**src/rtl/uart_tx_fifo_drain.sv**
```systemverilog
// Byte FIFO between the response logic and txuart; drains one byte at a time
// through the txuart valid/busy handshake, with pause and overflow reporting.
module uart_tx_fifo_drain #(
    parameter int unsigned FIFO_DEPTH = 64,
    parameter int unsigned ADDR_WIDTH = 6
) (
    input  logic                  clk,
    input  logic                  rst,
    input  logic [7:0]            wr_data,
    input  logic                  wr_en,
    input  logic                  tx_pause,
    output logic                  fifo_full,
    output logic                  fifo_empty,
    output logic [ADDR_WIDTH:0]   data_count,
    output logic                  overflow,
    output logic [7:0]            tx_uart_data,
    output logic                  tx_uart_valid,
    input  logic                  tx_uart_busy,
    output logic                  tx_idle
);

    localparam int unsigned CW = ADDR_WIDTH + 1;

    typedef enum logic [2:0] {
        IDLE  = 3'd0,
        LOAD  = 3'd1,
        SEND  = 3'd2,
        HOLD  = 3'd3,
        DRAIN = 3'd4
    } state_t;

    state_t                state;
    logic [7:0]            mem [FIFO_DEPTH];
    logic [ADDR_WIDTH-1:0] wr_ptr;
    logic [ADDR_WIDTH-1:0] rd_ptr;
    logic [7:0]            dout;

    logic                  wr_ok_c;
    logic                  pop_c;
    logic                  idle_next_c;
    logic [CW-1:0]         count_next_c;

    // Fullness is judged before any same-cycle pop, so a write to a full FIFO is always dropped.
    assign wr_ok_c = wr_en && !fifo_full;
    assign pop_c   = (state == IDLE) && !fifo_empty && !tx_pause;

    always_comb begin
        count_next_c = data_count;
        if (wr_ok_c && !pop_c) begin
            count_next_c = data_count + CW'(1);
        end else if (!wr_ok_c && pop_c) begin
            count_next_c = data_count - CW'(1);
        end
    end

    // Idle next cycle: nothing stored, FSM settling in IDLE, txuart not busy.
    assign idle_next_c = (count_next_c == '0) && !tx_uart_busy &&
                         ((state == DRAIN) || ((state == IDLE) && !pop_c));

    always_ff @(posedge clk) begin
        if (!rst && wr_ok_c) begin
            mem[wr_ptr] <= wr_data;
        end
    end

    // FIFO pointers, occupancy, flags and registered read port.
    always_ff @(posedge clk) begin
        if (rst) begin
            wr_ptr     <= '0;
            rd_ptr     <= '0;
            data_count <= '0;
            fifo_empty <= 1'b1;
            fifo_full  <= 1'b0;
            overflow   <= 1'b0;
            dout       <= 8'h00;
        end else begin
            if (wr_ok_c) begin
                wr_ptr <= wr_ptr + ADDR_WIDTH'(1);
            end
            if (pop_c) begin
                rd_ptr <= rd_ptr + ADDR_WIDTH'(1);
                dout   <= mem[rd_ptr];
            end
            data_count <= count_next_c;
            fifo_empty <= (count_next_c == '0);
            fifo_full  <= (count_next_c == CW'(FIFO_DEPTH));
            overflow   <= wr_en && fifo_full;
        end
    end

    // Drain FSM: one byte in flight; HOLD skips the busy sample that predates acceptance.
    always_ff @(posedge clk) begin
        if (rst) begin
            state         <= IDLE;
            tx_uart_valid <= 1'b0;
            tx_uart_data  <= 8'h00;
            tx_idle       <= 1'b1;
        end else begin
            tx_idle <= idle_next_c;
            case (state)
                IDLE: begin
                    if (pop_c) begin
                        state <= LOAD;
                    end
                end
                LOAD: begin
                    tx_uart_data  <= dout;
                    tx_uart_valid <= 1'b1;
                    state         <= SEND;
                end
                SEND: begin
                    if (!tx_uart_busy) begin
                        tx_uart_valid <= 1'b0;
                        state         <= HOLD;
                    end
                end
                HOLD: begin
                    state <= DRAIN;
                end
                DRAIN: begin
                    if (!tx_uart_busy) begin
                        state <= IDLE;
                    end
                end
                default: begin
                    state <= IDLE;
                end
            endcase
        end
    end

endmodule

```
**config.mk**
```make
export PLATFORM = sky130hd
export DESIGN_NAME = uart_tx_fifo_drain
export DESIGN_NICKNAME = d
export VERILOG_FILES = /design/src/rtl/uart_tx_fifo_drain.sv
export SDC_FILE = /design/constraint.sdc
export NUM_CORES = 1
export LEC_CHECK = 0
export BUFFER_PORTS_ARGS = -buffer_cell sky130_fd_sc_hd__buf_2
export CORE_ASPECT_RATIO = 0.7
export CORE_UTILIZATION = 30
export DETAILED_ROUTE_END_ITERATION = 10
export PLACE_DENSITY = 0.52
export SYNTH_ARGS = -nofsm -noshare
export SYNTH_HDL_FRONTEND = slang
export SYNTH_SLANG_ARGS = --single-unit
```
**constraint.sdc**
```tcl
create_clock -name clk -period 2.4 [get_ports clk]
set_clock_uncertainty 0.15 [all_clocks]
set_input_delay 0.12 -clock clk [delete_from_list [all_inputs] [get_ports clk]]
set_output_delay 0.12 -clock clk [all_outputs]
set_load 0.01 [all_outputs]
```
# ---- Word-level counts from Yosys, hierarchy flattened
# Memory sizes are Yosys's and may differ from the RTL's. A register that Yosys moved wholly into a read port is not among the register bits.
# Cells that the tools add are included.
dict set report word_totals {
  regBits 35
  latch_bits 0
  mem_bits_rw 512
  rom_bits 0
  inputBits 13
  memories 1
}
dict set report op_classes {
  add_sub_neg 4
  mul 0
  div 0
  n_lt_le_gt_ge 0
  n_eq_ne 8
  shifts 0
  muxes 10
  n_bitwise 0
  n_reduce_logical 23
}
# name words width read_ports rd_clocked_by_memory_dff wr line_no
set memory_table {}
lappend memory_table {mem 64 8 1 1 1 33} ;# logic [7:0] mem [FIFO_DEPTH];
# operator n
set op_table {}
lappend op_table {{$pmux W3 S5} 1}
lappend op_table {{$mux W7} 2}
lappend op_table {{$add A6 B1 Y6 const B} 2}
lappend op_table {{$logic_and A1 B1 Y1} 10}
lappend op_table {{$mux W3} 3}
lappend op_table {{$add A7 B1 Y7 const B} 1}
lappend op_table {{$eq A7 B7 Y1 const B} 1}
lappend op_table {{$logic_not A1 Y1} 7}
lappend op_table {{$logic_not A7 Y1} 1}
lappend op_table {{$sub A7 B1 Y7 const B} 1}
lappend op_table {{$eq A3 B2 Y1 const B} 2}
lappend op_table {{$ne A2 B2 Y1 const B} 3}
lappend op_table {{$eq A3 B1 Y1 const B} 1}
lappend op_table {{$eq A3 B3 Y1 const B} 1}
lappend op_table {{$logic_not A3 Y1} 1}
lappend op_table {{$mux W1} 3}
lappend op_table {{$reduce_and A3 Y1} 1}
lappend op_table {{$pmux W1 S2} 1}
lappend op_table {{$reduce_and A2 Y1} 1}
lappend op_table {{$reduce_bool A2 Y1} 1}
lappend op_table {{$logic_or A1 B1 Y1} 1}

# ---- Depth between registers and ports, before layout
dict set report logic_depth {
  word_depth 9
  mapped_depth 10
}

# ---- Worst setup path after synthesis
# OpenSTA, ideal clock, no wires.
dict set report synth_path {
  kind {reg2reg}
  startpoint {register fifo_full}
  endpoint {memory mem[47][0] (enable)}
  t_arrival_ns 1.826
  setup_slack_ns 0.030
  path_stages_with_launch 5
  synth_period_minus_slack_ns 2.370
  cell_sequence {dfxtp_1 -> nor2b_1 -> clkbuf_1 -> nand2_1 -> nor4_1}
}
dict set report synth_via {
  elab_chain_cells 5
}
# element line_no
set synth_rtl {}
lappend synth_rtl {{from (decl)} 12} ;# output logic fifo_full,
lappend synth_rtl {{from (signal assigned)} 86} ;# fifo_full <= (count_next_c == CW'(FIFO_DEPTH));
lappend synth_rtl {{$logic_not A1 Y1} 44} ;# assign wr_ok_c = wr_en && !fifo_full;
lappend synth_rtl {{$logic_and A1 B1 Y1} 44}
lappend synth_rtl {{$logic_and A1 B1 Y1} 61} ;# if (!rst && wr_ok_c) begin
lappend synth_rtl {{$mux W1} 61}
lappend synth_rtl {{$mux W1 (not written as such)} 62} ;# mem[wr_ptr] <= wr_data;
lappend synth_rtl {{to (decl)} 33}
# Every way passes these cells.

==> impl_results.md <==
* Top-count cell post-synth: edfxtp_1
* Max_slew headroom at roughly half
* Placer's final routability congestion estimate at roughly 0.86
* Reg-to-reg slack, setup at approximately 0.043 ns
* Async S/R FF share, synth at 0%
* Share of cells above drive strength 1 at 29.8%
* Syn Inst Count at between 1000 and 1500
* Leading area contributor after synthesis: edfxtp_1
* Initial antenna violation count at 0
* Top post-synthesis cells by area: edfxtp_1 (71%), mux4_2 (11%), dfxtp_1 (4.0%), mux2i_1 (3.4%), nor2_1 (1.7%)
* CP arrival at 2.71 ns
* Final min period at ~2.4 ns
* Final Hold Fails at 0
* EDFF count, synth at between 500 and 600
* Io pins at 33
* Placed Instances at about 2300
* DR DRC count at 0
* I/O Buffers at 32
* Critical path fanouts, max at 10
* Most frequent cells after synthesis: edfxtp_1 (512), mux4_2 (105), nor2_1 (96)
* Pre-CTS setup slack at -0.234 ns
* Min-Delay Path Class: input pin to register
* CP Data Required Time at between 2 and 3 ns
* Leakage power at around 8.4 nW
* Peak supply drop at 0.547 mV
* Final HPWL DP at roughly 38 mm
* Die extent in x at between 300 and 400 µm
* Sequential-to-total area share from yosys stat at 74.6%
* Crit-path max cell delay at 0.54 ns
* Mapped Nets at 1188
* TritonCTS clock tree: built
* Antenna-violating nets left at 0
* TritonCTS Sinks at approximately 560
* CP max stage cell: mux4_2
* CTS root buffer: clkbuf_16
* Worst-path clk slew at roughly 0.07 ns
* Via Count at roughly 12000
* Largest net degree at the start of global routing at between 60 and 70
* Syn_area_per_cell at between 15 and 20 µm²
* Clock Path Buffers at 3
* Critical path class: register to register
* Die area at around 74000 µm²
* Area growth from synthesis to final layout at 21.4%
* Critical Path Start Type: register
* Cell area after synthesis at roughly 22000 µm²
* Final core utilization at around 37%
* Drt via density at 4.94
* Top_reg_cell synth: edfxtp_1
* Status: finished clean
* DRT iter0 DRCs at roughly 1200
* Vias in the first global route at around 12000
* Power Density at 848 nW/µm²
* Final setup violation count at 0
* CTS Buf Count at between 50 and 60
* Row cnt at between 80 and 90
* Worst path bufs/invs at 3
* Worst Tran Pin Value at ~0.77 ns
* Core area at between 70000 and 80000 µm²
* Fmax at ~0.42 GHz
* CP most frequent cell: buf_4
* Post-synth top area share at about 71%
* Seq cells post-synth at 555
* N_diodes at 0
* Synth Warn # at 0
* Crit-path cells: buf_12 > buf_4 > mux4_2 > mux2i_1 > buf_4 > o21ai_0 > o211ai_1 > nand2_1
* CTS H-tree depth at 2
* WL final at roughly 57 mm
* DRT Pass-1 Iters at 5
* First-pass GRT wire length at between 80 and 90 mm
* Min Hold Slack at 0.0450 ns
* Synth cell types at 55
* Delay-heaviest family, CP: multiplexers
* Drt wl/cell at 23.9 µm
* Post-Route Setup TNS at 0 ns
* Global route overflow at 0
* Final net count at roughly 1400
* Gr usage total at ~16%
* Initial Util at around 30%
* Worst-Skew Late Latency at 0.62 ns
* Fin crit share at a little over nine tenths
* Critical Path End Type: register
* Fin cells at roughly 2400
* Worst Setup Slack, final at ~0.043 ns
* Chip Height at roughly 230 µm
* Max-cap violations at 0
* Fin. max-slew vios at 0
-- final cells by class --
type	instances	area [µm²]
fill	6718	45200
sequential	555	16200
multi-input combinational	541	5220
timing repair buffer	227	1890
clock buffer	70	1460
tap	966	1210
clock inverter	29	358
inverter	9	33.8
-- stage by stage --
step           total power [mW]  cell area (µm²)
3_3_place_gp               13.6            24300
6_report                   22.4            26400
2_1_floorplan              12.6            21800
4_1_cts                    22.5            26200
3_5_place_dp               13.6            24300
5_1_grt                    23.2            26400
-- routing by layer --
layer  up-vias  GRT usage, %  wire (µm)
met5         -             0          0
met1      6150          24.3      27600
met3        68          5.15       5750
met4         0          3.39        843
li1       5161             -          -
met2       458          21.0      23100
-- cells by family after synthesis --
family	after synthesis	share of synthesized area, %
buf+inv	75	1.69
flops	555	74.6
fa+ha+maj	4	0.230
simple gates	226	4.77
compound gates	111	3.51
mux	183	14.5
xor+xnor	17	0.684
-- what timing repair did --
action | 4_1_cts | 5_1_grt
setup buffers | 1 | 14
endpoints found under the setup margin | 5 | 7
hold buffers | 11 | 0
gates resized for setup | 5 | 13
gates cloned | 0 | 1
hold endpoints to repair | 172 | 0
pin swaps | 0 | 1
-- sequential cells by signal (all words and copies together), names as in the netlist, 3 cells and up --
register,cells
state,3
mem,512
data_count,7
rd_ptr,6
dout,8
tx_uart_data,8
wr_ptr,6
-- final timing paths --
path                         from               to  cells after the start
setup reg to reg        rd_ptr[1]          dout[0]                      8
setup / recovery        rd_ptr[1]          dout[0]                      8
hold / removal         wr_data[0]        mem[2][0]                      2
hold reg to reg   tx_uart_data[1]  tx_uart_data[1]                      2
-- cells in the final DEF (no fill, tap or decap), drive strengths merged, types with 7 or more instances in the layout --
cell type,count
a22oi,7
nand3,23
dlygate4sd3,11
xnor2,11
dfxtp,43
mux2i,74
clkinv,18
mux4,105
a211oi,8
nand2,57
o21ai,19
inv,10
o22ai,12
clkbuf,71
buf,215
nor3,9
edfxtp,512
o221ai,13
a21oi,25
bufinv,7
o22a,8
nor2,97
-- power by group --
group / internal (mW) / switching [mW] / total (mW)
Clock: 5.07 / 3.71 / 8.78
Sequential: 10.7 / 0.140 / 10.8
Combinational: 1.37 / 1.45 / 2.82
Total: 17.1 / 5.30 / 22.4
-- worst register-to-register path, delay by kind of cell, from the launching register on --
family | cells | cell delay (ns)
buffers and inverters | 3 | 0.51
muxes | 2 | 0.71
AOI/OAI and AO/OA | 2 | 0.32
and+or+nand+nor | 1 | 0.10
DFF | 1 | 0.45
Note: power is estimated with default switching activity, not from simulation.
